$ cat src/rtl/alu_pkg.sv
// Shared ALU definitions: control codes, arbiter FSM encoding and opcode legality check.
package alu_pkg;

  localparam logic [3:0] AluAnd = 4'b0000;
  localparam logic [3:0] AluOr  = 4'b0001;
  localparam logic [3:0] AluAdd = 4'b0010;
  localparam logic [3:0] AluSub = 4'b0110;
  localparam logic [3:0] AluSlt = 4'b0111;
  localparam logic [3:0] AluNor = 4'b1100;

  typedef enum logic [1:0] {
    StIdle = 2'd0,
    StExec = 2'd1,
    StResp = 2'd2
  } state_e;

  function automatic logic op_is_legal(input logic [3:0] op);
    case (op)
      AluAnd, AluOr, AluAdd, AluSub, AluSlt, AluNor: return 1'b1;
      default:                                       return 1'b0;
    endcase
  endfunction

endpackage

$ cat src/rtl/rr_arbiter.sv
// Combinational round-robin arbiter: searches ptr+1, ptr+2, ... (mod N_REQ) for the first request.
module rr_arbiter #(
  parameter int unsigned N_REQ = 2,
  parameter int unsigned ID_W  = 1
) (
  input  logic [N_REQ-1:0] req,
  input  logic [ID_W-1:0]  ptr,
  output logic [N_REQ-1:0] grant,
  output logic [ID_W-1:0]  idx
);

  always_comb begin
    logic              found;
    int unsigned       cand;
    logic [ID_W-1:0]   cand_idx;
    grant    = '0;
    idx      = '0;
    found    = 1'b0;
    cand     = 0;
    cand_idx = '0;
    for (int unsigned k = 1; k <= N_REQ; k++) begin
      cand     = (32'(ptr) + k) % N_REQ;
      cand_idx = cand[ID_W-1:0];
      if (!found && req[cand_idx]) begin
        found           = 1'b1;
        grant[cand_idx] = 1'b1;
        idx             = cand_idx;
      end
    end
  end

endmodule

$ cat src/rtl/alu_arbiter.sv
// Round-robin sharing of one combinational ALU between N_REQ requesters, tagged response channel.
// Define ALU_ARB_OPCHECK_EN to flag illegal opcodes via rsp_err (op executes as a zeroed ADD).
module alu_arbiter
  import alu_pkg::*;
#(
  parameter int unsigned N_REQ = 2,
  parameter int unsigned ID_W  = 1
) (
  input  logic                  clk,
  input  logic                  reset,
  input  logic [N_REQ-1:0]      req_valid,
  output logic [N_REQ-1:0]      req_ready,
  input  logic [32*N_REQ-1:0]   req_a,
  input  logic [32*N_REQ-1:0]   req_b,
  input  logic [4*N_REQ-1:0]    req_op,
  output logic [31:0]           alu_a,
  output logic [31:0]           alu_b,
  output logic [3:0]            alu_ctrl,
  input  logic [31:0]           alu_result,
  input  logic                  alu_zero,
  output logic                  rsp_valid,
  input  logic                  rsp_ready,
  output logic [31:0]           rsp_data,
  output logic                  rsp_zero,
  output logic [ID_W-1:0]       rsp_id,
  output logic                  rsp_err
);

  state_e           state;
  logic [ID_W-1:0]  rr_ptr;
  logic [ID_W-1:0]  pend_id;
  logic [N_REQ-1:0] grant;
  logic [ID_W-1:0]  grant_idx;
  logic [31:0]      sel_a;
  logic [31:0]      sel_b;
  logic [3:0]       sel_op;
  logic [3:0]       sel_ctrl;

  rr_arbiter #(
    .N_REQ (N_REQ),
    .ID_W  (ID_W)
  ) u_rr_arbiter (
    .req   (req_valid),
    .ptr   (rr_ptr),
    .grant (grant),
    .idx   (grant_idx)
  );

  assign req_ready = (state == StIdle) ? grant : '0;

  always_comb begin
    sel_a  = '0;
    sel_b  = '0;
    sel_op = '0;
    for (int unsigned i = 0; i < N_REQ; i++) begin
      if (grant[i]) begin
        sel_a  = req_a[i*32 +: 32];
        sel_b  = req_b[i*32 +: 32];
        sel_op = req_op[i*4 +: 4];
      end
    end
  end

`ifdef ALU_ARB_OPCHECK_EN
  logic sel_legal;
  logic pend_err;

  assign sel_legal = op_is_legal(sel_op);
  // Illegal codes still run through the ALU, but as a harmless ADD whose result is discarded.
  assign sel_ctrl  = sel_legal ? sel_op : AluAdd;
`else
  assign sel_ctrl = sel_op;
  assign rsp_err  = 1'b0;
`endif

  always_ff @(posedge clk) begin
    if (reset) begin
      state     <= StIdle;
      rr_ptr    <= ID_W'(N_REQ - 1);
      pend_id   <= '0;
      alu_a     <= '0;
      alu_b     <= '0;
      alu_ctrl  <= AluAdd;
      rsp_valid <= 1'b0;
      rsp_data  <= '0;
      rsp_zero  <= 1'b0;
      rsp_id    <= '0;
`ifdef ALU_ARB_OPCHECK_EN
      pend_err  <= 1'b0;
      rsp_err   <= 1'b0;
`endif
    end else begin
      unique case (state)
        StIdle: begin
          if (|req_valid) begin
            alu_a    <= sel_a;
            alu_b    <= sel_b;
            alu_ctrl <= sel_ctrl;
            pend_id  <= grant_idx;
            rr_ptr   <= grant_idx;
`ifdef ALU_ARB_OPCHECK_EN
            pend_err <= ~sel_legal;
`endif
            state    <= StExec;
          end
        end
        StExec: begin
`ifdef ALU_ARB_OPCHECK_EN
          rsp_data <= pend_err ? 32'd0 : alu_result;
          rsp_zero <= pend_err ? 1'b0 : alu_zero;
          rsp_err  <= pend_err;
`else
          rsp_data <= alu_result;
          rsp_zero <= alu_zero;
`endif
          rsp_id    <= pend_id;
          rsp_valid <= 1'b1;
          state     <= StResp;
        end
        StResp: begin
          if (rsp_ready) begin
            rsp_valid <= 1'b0;
            state     <= StIdle;
          end
        end
        default: state <= StIdle;
      endcase
    end
  end

endmodule
$ cat config.mk
export PLATFORM = sky130hd
export DESIGN_NAME = alu_arbiter
export DESIGN_NICKNAME = d
export VERILOG_FILES = /design/src/rtl/alu_pkg.sv /design/src/rtl/rr_arbiter.sv /design/src/rtl/alu_arbiter.sv
export SDC_FILE = /design/constraint.sdc
export NUM_CORES = 1
export LEC_CHECK = 0
export CAP_MARGIN = 10
export CORE_MARGIN = 4
export CORE_UTILIZATION = 37
export DETAILED_ROUTE_END_ITERATION = 6
export PLACE_DENSITY = 0.81
export SYNTH_ARGS = -nofsm -noshare
export SYNTH_HDL_FRONTEND = slang
export SYNTH_HIERARCHICAL = 1
export SYNTH_SLANG_ARGS = --single-unit
$ cat constraint.sdc
create_clock -name clk -period 2.15 [get_ports clk]
set_clock_uncertainty 0.1 [all_clocks]
set_input_delay 0.5375 -clock clk [delete_from_list [all_inputs] [get_ports clk]]
set_output_delay 0.5375 -clock clk [all_outputs]
set_load 0.05 [all_outputs]
# After elaboration in Yosys (flattened, before gate mapping)
# Cells that the tools add are included.
[totals] out_inout_bits=106 ff_bits=107 wordCells=56 input_bits=174
[op_classes] n_eq_ne=4 magnitude_cmp=4 bitwise=1 add_sub_neg=2 muxes=25 reduce_logical=10
[ops] operator="2-to-1 mux 32 bit" n=4
[ops] operator="2-to-1 mux 1 bit" n=10
[ops] operator="2-to-1 mux 2 bit" n=5
[ops] operator="2-to-1 mux 4 bit" n=2
[ops] operator="case mux 2 bit (3 select lines)" n=1
[ops] operator="AND reduction 2 bit" n=3
[ops] operator="less-than comparator 1 x 2 -> 1 bit, second input constant" n=2
[ops] operator="logical AND 1 bit" n=3
[ops] operator="adder 1 bit, second input constant" n=2
[ops] operator="demux 1 bit (select 1 bit)" n=2
[ops] operator="== test 2 x 1 -> 1 bit, second input constant" n=1
[ops] operator="== test 2 bit, second input constant" n=1
[ops] operator=">= comparator 1 bit, second input constant" n=2
[ops] operator="zero test 2 bit" n=1
[ops] operator="inequality test 2 x 1 -> 1 bit, second input constant" n=1
[ops] operator="inequality test 2 bit, second input constant" n=1
[ops] operator="bitwise OR 2 bit" n=1
[ops] operator="case mux 1 bit (2 select lines)" n=1
[ops] operator="nonzero test 2 bit" n=1
[ops] operator="OR reduction 2 bit" n=1
[ops] operator="zero test 1 bit" n=1

# Longest topological paths before layout
# Gate-level depths: netlist of run 1.
[logic_depth] ltp_word=10 mapped_depth=7 depth_no_buf=5

# Cells and area by module
# Netlist of run 1, hierarchy kept.
[by_module_without_submodules] module="alu_arbiter" area_per_inst_um2=4515.6 seq_area_each_um2=2142.1 cells_per_inst=498 n_inst=1
[by_module_without_submodules] module="rr_arbiter" area_per_inst_um2=26.3 seq_area_each_um2=0.0 cells_per_inst=4 n_inst=1

# Worst setup path before layout of run 1
# No wires, ideal clock.
[synth_timing] path_type="input port to output port" start="input port req_valid[1]" end="output port req_ready[1]" n_path_buf=2 required_ps=1512 setup_slack_ps=-102 stages=4 t_arrival_ps=1615 path_cell_list="a21boi_0 -> buf_2 -> buf_1 -> and2_1"
[synth_via] elab_chain_cells=7 elab_cells_between_ends=11 cone_classes="8 x mux; 1 x bitwise; 2 x reduce/logical"
[synth_rtl] item="start, declared" line="alu_arbiter.sv:11" text="input logic [N_REQ-1:0] req_valid,"
[synth_rtl] item="2-to-1 mux 1 bit (not written as such) (2 in a row)" line="rr_arbiter.sv:24" text="if (!found && req[cand_idx]) begin"
[synth_rtl] item="2-to-1 mux 1 bit" line="rr_arbiter.sv:24"
[synth_rtl] item="zero test 1 bit" line="rr_arbiter.sv:24"
[synth_rtl] item="logical AND 1 bit" line="rr_arbiter.sv:24"
[synth_rtl] item="2-to-1 mux 2 bit *" line="rr_arbiter.sv:24"
[synth_rtl] item="2-to-1 mux 2 bit *" line="alu_arbiter.sv:49" text="assign req_ready = (state == StIdle) ? grant : '0;"
[synth_rtl] item="end, declared" line="alu_arbiter.sv:12" text="output logic [N_REQ-1:0] req_ready,"
# Mark *: on every way between the ends. The rest lies on a longest branch, timed or not. The select of a mux whose other input is x is not followed.

# Worst setup path in the final report of run 1
[layout_timing] start="register rsp_data[14]" end="output port rsp_data[14]"
[layout_rtl] item="start, declared" line="alu_arbiter.sv:23" text="output logic [31:0] rsp_data,"
[layout_rtl] item="start signal, assigned" line="alu_arbiter.sv:113" text="rsp_data <= alu_result;"
# No word-level cell between the ends.

==> results of run 1 <==
-- cells in the mapped netlist (all sizes together) --
cell,n
a21oi,103
nor2,7
nor2b,2
conb,1
inv,2
buf,36
nand2,71
o21ai,3
or2,2
and2,2
a311oi,2
nand2b,1
clkbuf,22
nor3,1
nand3,1
a21boi,3
dfxtp,107
a22oi,67
a211oi,66
nand3b,3
-- per-stage QoR --
step / std cells / total power [W] / TNS [ns] / setup WS (ns)
detailed placement: 896 / 0.00463 / -11.22 / -0.225
finish: 913 / 0.00620 / 0 / 0.0172
global placement: 896 / 0.00458 / -7.73 / -0.141
CTS: 913 / 0.00626 / 0 / 0.0000211
global route: 913 / 0.00647 / -0.0174 / -0.0174
floorplan: 502 / 0.00371 / 0 / 0.0146
-- flip-flops by register name, summed over array words and instances, names as in the netlist --
signal	count
state	2
rsp_zero	1
rsp_id	1
alu_ctrl	4
rsp_valid	1
rsp_data	32
rr_ptr	1
alu_b	32
pend_id	1
alu_a	32
-- worst max path at each step --
| stage | from | endpoint | slack, ns | cells past startpoint |
|---|---|---|---|---|
| 2_1_floorplan | req_valid[1] | req_ready[1] | 0.01 | 4 |
| 3_3_place_gp | req_valid[0] | req_ready[1] | -0.14 | 5 |
| 3_5_place_dp | req_valid[0] | alu_b[8] | -0.22 | 6 |
| 4_1_cts | alu_b[10] | alu_b[10] | 0.00002 | 1 |
| 5_1_grt | rsp_data[14] | rsp_data[14] | -0.02 | 1 |
| 6_report | rsp_data[14] | rsp_data[14] | 0.02 | 1 |
-- area by class of cell --
| class | count | area share (%) |
|---|---|---|
| timing repair buffer | 306 | 39.1 |
| clock inverter | 7 | 1.04 |
| multi-input combinational | 335 | 27.2 |
| tap | 147 | 2.34 |
| sequential | 107 | 27.3 |
| clock buffer | 9 | 2.87 |
| inverter | 2 | 0.0957 |
-- routing by layer --
| metal | track usage, % | vias to the layer above | routed length [µm] |
|---|---|---|---|
| li1 | - | 2370 | - |
| met1 | 23.7 | 2337 | 6070 |
| met2 | 38.9 | 209 | 8420 |
| met3 | 7.42 | 35 | 1430 |
| met4 | 8.40 | 0 | 452 |
| met5 | 0 | - | 0 |
-- cell families (layout without fill, tap and decap cells) --
kind of cell / Yosys count / in the layout / share of synthesized area, %
AOI/OAI and AO/OA: 244 / 244 / 37.9
DFF: 107 / 107 / 47.2
and+or+nand+nor: 90 / 90 / 8.40
buffers and inverters: 60 / 324 / 6.50
other: 1 / 1 / 0.0826
-- what timing repair did --
action                     in CTS  in global routing
buffers inserted                1                  0
setup endpoints to repair      16                 44
gates resized for setup        19                 44
-- power by group through the flow --
stage               logic (W)  clock network (W)  registers, W
global route          0.00238            0.00177       0.00233
CTS                   0.00227            0.00168       0.00231
floorplan            0.000684                  0       0.00302
global placement      0.00224                  0       0.00234
detailed placement    0.00228                  0       0.00235
finish                0.00226            0.00164       0.00230
==> flow_summary_export.csv, run 1 <==
group,metric,value,unit
floorplan,ios,280,
worst_hold_path,worstHoldPathCells,2,
setup_path,setup.reg_to_reg.worst_slack,0.36,ns
sta,hold-worst-slack,0.346,ns
clock_network,postCtsHoldBufs,0,
global_route,global_route_wire_length_before_repair,25.3,mm
yosys,post_synth_inst_count,502,
floorplan,die_height,119,µm
yosys,synth.lib_cells_used.distinct,27,
worst_hold_path,timing.hold.worst_endpoint,"rsp_id",
cells_and_area,final_common_cell,"clkdlybuf4s50_1",
route,drtAntennaViolNets,0,
pwr,p_leak,3.63,nW
job,max_cap_viol_count,0,
setup_path,worst-path-buf-inv,1,
cells_and_area,n_antenna_cell,0,
setup_path,crit_required,1.51,ns
clock_network,tritoncts_clock_tree,"built",
pwr,pwr-share-clk,26.5,%
yosys,post_synth_main_area_contributors,"dfxtp_1 (47%), a21oi_1 (11%), a22oi_1 (11%)",
clock_network,clkLatencyLatePin,0.34,ns
setup_path,crit_path_top_delay_cell,"clkdlybuf4s50_1",
route,drt-total-wl,16.4,mm
cells_and_area,register_area,2140,µm²
global_route,number_of_global_route_vias_before_repair,4997,
yosys,yosysSeqAreaShare,47.2,%
floorplan,placementRows,40,
placed_design,dpl-instance-area,7430,µm²
clock_network,cts_buffers,9,
route,initial_detailed_routing_violation_count,202,
setup_path,critical_path.endpoint_type,"output pin",
clock_network,total_number_of_h_tree_levels,3,
pwr,cellInternalPower,0.00390,W
setup_path,critical_path_arrival,1.50,ns
clock_network,tritoncts_num_sinks,107,
yosys,postSynthNetCount,676,
setup_path,criticalPathCategory,"flip-flop to output pin",
global_route,pin_count_of_the_biggest_net_entering_global_routing,54,
run_status,run_status,"finished, final reports clean",
setup_path,worstPathMaxFanout,2,
setup_path,critical_path.top_delay_family,"buffers and inverters",
yosys,synthesis_warnings,6,
cells_and_area,layout-area-overhead-vs-synth,72.7,%
sta,max-slew-margin-rel,63.1,%
pwr,power.ir.vdd_worst,0.364,mV
floorplan,floorplan.die_area,14100,µm²
cells_and_area,nets,935,
setup_path,critical_path_startpoint_category,"flip-flop",
pwr,power_frac_seq,37.1,%
sta,slew_viol_final,0,
setup_path,crit_chain,"clkdlybuf4s50_1",
worst_hold_path,min-delay-path-class,"flip-flop to flip-flop",
cells_and_area,final_instance_area,7850,µm²
cells_and_area,postLayoutCoreUtil,65.3,%
global_route,grt-ovfl-total,0,
setup_path,max_stage_delay,0.81,ns
floorplan,floorplan.initialDensity,37.8,%
placed_design,place.gp.congestion,0.783,
cells_and_area,filler_cell_count,962,
yosys,synthDominantCellAreaShare,47.2,%
clock_network,root_buffer,"clkbuf_16",
route,routed_via_density,5.42,
yosys,synth-seq-cells,107,
pwr,combinationalPowerShare,36.4,%
global_route,grt_antenna_before_repair,0,
yosys,synthesis.area,4540,µm²
sta,layout_worst_path_cycle_share,99.2,%
global_route,global_route_usage_over_all_layers,21.8,%
pwr,pwr_density_cell,790,nW/µm²
clock_network,cts.reportedPaths.clkPinSlew,0.08,ns
cells_and_area,area_of_combinational_cells_with_multiple_inputs,2140,µm²
yosys,synth_top_cell_by_area,"dfxtp_1",
setup_path,critical_path.reg2reg.endpoint,"alu_a[26]",
setup_path,worst_reg2reg_path_depth,6,
placed_design,post-dp-hpwl,12.1,mm
route,iteration_count_of_the_initial_detailed_routing_pass,4,
floorplan,die_width,119,µm
clock_network,clockBufferDepth,2,
sta,max_clock_freq,0.469,GHz
sta,period_minus_slack,2.13,ns
worst_hold_path,launch_instance_of_the_worst_min_delay_path,"pend_id",
placed_design,port_buffers,278,
cells_and_area,final_cell_mix,"clkdlybuf4s50_1 (172), dfxtp_1 (107), a21oi_1 (103)",
route,detail_route.drc_violations,0,
sta,worst-slew-pin-transition,0.552,ns
pwr,power_switching_share,37.1,%
route,drt-wirelength-per-cell,17.9,µm
yosys,synth_area_per_cell,9.05,µm²
setup_path,regToRegStartpoint,"rr_ptr",
pwr,switching_power,0.00230,W
cells_and_area,drive_above_1_share,16.8,%
sta,final-hold-violation-count,0,
floorplan,core-area,12000,µm²
route,routed-via-count,4951,
sta,report.final.setup_viol,0,
No activity file was read; power rests on OpenSTA's default activity.
==> run 2, diff against run 1 <==
--- a/config.mk
+++ b/config.mk
@@ -5,9 +5,10 @@
 export SDC_FILE = /design/constraint.sdc
 export NUM_CORES = 1
 export LEC_CHECK = 0
+export ABC_AREA = 1
 export CAP_MARGIN = 10
 export CORE_MARGIN = 4
-export CORE_UTILIZATION = 37
+export CORE_UTILIZATION = 39
 export DETAILED_ROUTE_END_ITERATION = 6
 export PLACE_DENSITY = 0.81
 export SYNTH_ARGS = -nofsm -noshare
==> flow_summary_export.csv, run 2 <==
group,metric,value,unit
setup_path,max_stage_delay,0.81,ns
cells_and_area,n_antenna_cell,0,
sta,max-slew-margin-rel,51.3,%
cells_and_area,nets,1263,
sta,report.final.setup_viol,0,
floorplan,floorplan.initialDensity,40.3,%
setup_path,worst-path-buf-inv,1,
setup_path,criticalPathCategory,"flip-flop to output pin",
setup_path,critical_path.endpoint_type,"output pin",
global_route,global_route_wire_length_before_repair,24.9,mm
setup_path,critical_path_arrival,1.48,ns
clock_network,tritoncts_clock_tree,"built",
yosys,synthesis.area,5170,µm²
sta,final-hold-violation-count,0,
setup_path,critical_path_startpoint_category,"flip-flop",
route,routed-via-count,5709,
global_route,number_of_global_route_vias_before_repair,5137,
setup_path,worstPathMaxFanout,2,
worst_hold_path,min-delay-path-class,"flip-flop to flip-flop",
floorplan,floorplan.die_area,15200,µm²
yosys,postSynthNetCount,1015,
sta,slew_viol_final,0,
sta,rsz0062_at_grt,"false",
yosys,synth_area_per_cell,6.15,µm²
placed_design,place.gp.congestion,0.817,
yosys,synth-edff-count,0,
route,drt-wirelength-per-cell,13.1,µm
floorplan,placementRows,41,
clock_network,root_buffer,"clkbuf_16",
route,drt-total-wl,16.6,mm
clock_network,clkLatencyLatePin,0.34,ns
clock_network,cts_buffers,9,
global_route,met2_usage,34.9,%
setup_path,crit_required,1.51,ns
yosys,synthesis_warnings,6,
clock_network,clockBufferDepth,2,
setup_path,startpoint,"alu_a[22]",
setup_path,crit_path_top_delay_cell,"clkdlybuf4s50_1",
global_route,met1_track_demand_over_resource_in_global_routing,22.8,%
sta,totalNegativeSetupSlack,0,ns
route,iteration_count_of_the_initial_detailed_routing_pass,4,
yosys,post_synth_main_area_contributors,"dfxtp_1 (41%), nand2_1 (20%), nor2_1 (15%)",
sta,period_minus_slack,2.12,ns
sta,hold-worst-slack,0.363,ns
sta,worst-slew-pin-transition,0.731,ns
sta,layout_worst_path_cycle_share,98.4,%
yosys,async_flop_share,0,%
yosys,postSynth.topFlopCell,"dfxtp_1",
cells_and_area,final_cell_mix,"nand2_1 (277), nor2_1 (204), clkdlybuf4s50_1 (180)",
yosys,yosysSeqAreaShare,41.4,%
global_route,global_route_usage_over_all_layers,20.7,%
clock_network,tritoncts_num_sinks,107,
placed_design,post-dp-hpwl,12.0,mm
pwr,p_leak,4.42,nW
yosys,synthDominantCellAreaShare,41.4,%
worst_hold_path,launch_instance_of_the_worst_min_delay_path,"pend_id",
setup_path,critical_path.top_delay_family,"buffers and inverters",
cells_and_area,final_common_cell,"nand2_1",
route,routed_via_density,4.51,
clock_network,post-cts-setup-buffers,0,
run_status,run_status,"finished, final reports clean",
yosys,post-synth-top-count-cell,"nand2_1",
global_route,grt.busiest_layer,"met2",
floorplan,die_width,123,µm
yosys,synth_top_cell_by_area,"dfxtp_1",
cells_and_area,filler_cell_count,1172,
yosys,synth-seq-cells,107,
global_route,grt_antenna_before_repair,0,
route,initial_detailed_routing_violation_count,358,
setup_path,crit_chain,"clkdlybuf4s50_1",
clock_network,postCtsHoldBufs,0,
route,drtAntennaViolNets,0,
cells_and_area,final_instance_area,8300,µm²
cells_and_area,drive_above_1_share,9.42,%
floorplan,die_height,123,µm
cells_and_area,postLayoutCoreUtil,64.7,%
clock_network,total_number_of_h_tree_levels,3,
job,max_cap_viol_count,0,
floorplan,core-area,12800,µm²
placed_design,dpl-instance-area,7940,µm²
yosys,synth_top_cells_by_count,"nand2_1 (278), nor2_1 (206), dfxtp_1 (107), inv_1 (76), nand3_1 (71)",
cells_and_area,layout-area-overhead-vs-synth,60.5,%
pwr,power.ir.vdd_worst,0.476,mV
floorplan,ios,280,
global_route,met3_usage,9.10,%
cells_and_area,largest_registers,"alu_a: 32 flops, alu_b: 32 flops, rsp_data: 32 flops",
placed_design,port_buffers,278,
yosys,synth.lib_cells_used.distinct,18,
yosys,post_synth_inst_count,841,
clock_network,cts.reportedPaths.clkPinSlew,0.07,ns
setup_path,regToRegStartpoint,"rr_ptr",
route,detail_route.drc_violations,0,
pwr,pwr_total,0.00653,W
pwr,pwr_density_cell,787,nW/µm²
global_route,grt-ovfl-total,0,
sta,max_clock_freq,0.472,GHz
global_route,pin_count_of_the_biggest_net_entering_global_routing,69,
==> run 2: cell count changes in the layout (fill, tap and decap cells not counted), moves of 4 or more <==
cell	delta
dlymetal6s2s_1	-15
a211oi_1	-36
o21ai_0	+32
nand3_1	+70
a21oi_1	-101
a211oi_2	-30
nor2_1	+199
dlygate4sd2_1	-11
clkdlybuf4s50_1	+8
inv_1	+72
a22oi_1	-67
nand2_1	+206
inv_2	+4
==> run 2: final cells by class <==
| class | count | area, µm² | area share [%] |
|---|---|---|---|
| Timing Repair Buffer | 293 | 2930 | 35.2 |
| Multi-Input combinational cell | 600 | 2430 | 29.3 |
| Clock buffer | 13 | 260 | 3.13 |
| Inverter | 78 | 293 | 3.53 |
| Sequential cell | 107 | 2140 | 25.8 |
| Tap cell | 172 | 215 | 2.59 |
| Clock inverter | 2 | 35.0 | 0.422 |
==> run 2: where the power goes <==
group | internal [W] | leakage [nW] | switching [W]
logic | 0.000944 | 3.39 | 0.00159
registers | 0.00222 | 0.885 | 0.000114
clock network | 0.000961 | 0.146 | 0.000708
==> run 2: path summary, 6_finish.rpt <==
check,slack [ns],to,cells after the start
hold reg to reg,0.36,pend_id,2
hold / removal,0.36,pend_id,2
setup reg to reg,0.36,alu_a[12],7
setup / recovery,0.03,alu_a[22],1
==> run 2: logic make-up (layout without fill, tap and decap cells) <==
logic type | count (synthesis) | after routing | share of synthesized area, %
AO/OA/AOI/OAI | 39 | 39 | 3.82
other | 1 | 1 | 0.0725
AND/OR/NAND/NOR | 560 | 560 | 42.5
buffers and inverters | 134 | 386 | 12.2
flip-flops | 107 | 107 | 41.4
==> run 2: what timing repair did <==
action	CTS	global route
setup endpoints to repair	5	29
cloned	0	0
pin swaps	2	0
gates resized for setup	7	29
==> run 2: layer usage <==
metal  part of all wire [%]  wire length [µm]  up-vias
met2                     47              7820      206
met3                     12              1940       29
met4                    2.6               429        0
met1                     39              6400     2461
met5                      0                 0        -
li1                       -                 -     3013
==> run 2: per-stage QoR <==
stage | cells | worst slack, ns
3_5_place_dp | 1250 | -0.310
4_1_cts | 1265 | 0.00196
5_1_grt | 1265 | 0.000322
3_3_place_gp | 1250 | -0.268
2_1_floorplan | 841 | -0.127
6_report | 1265 | 0.0334
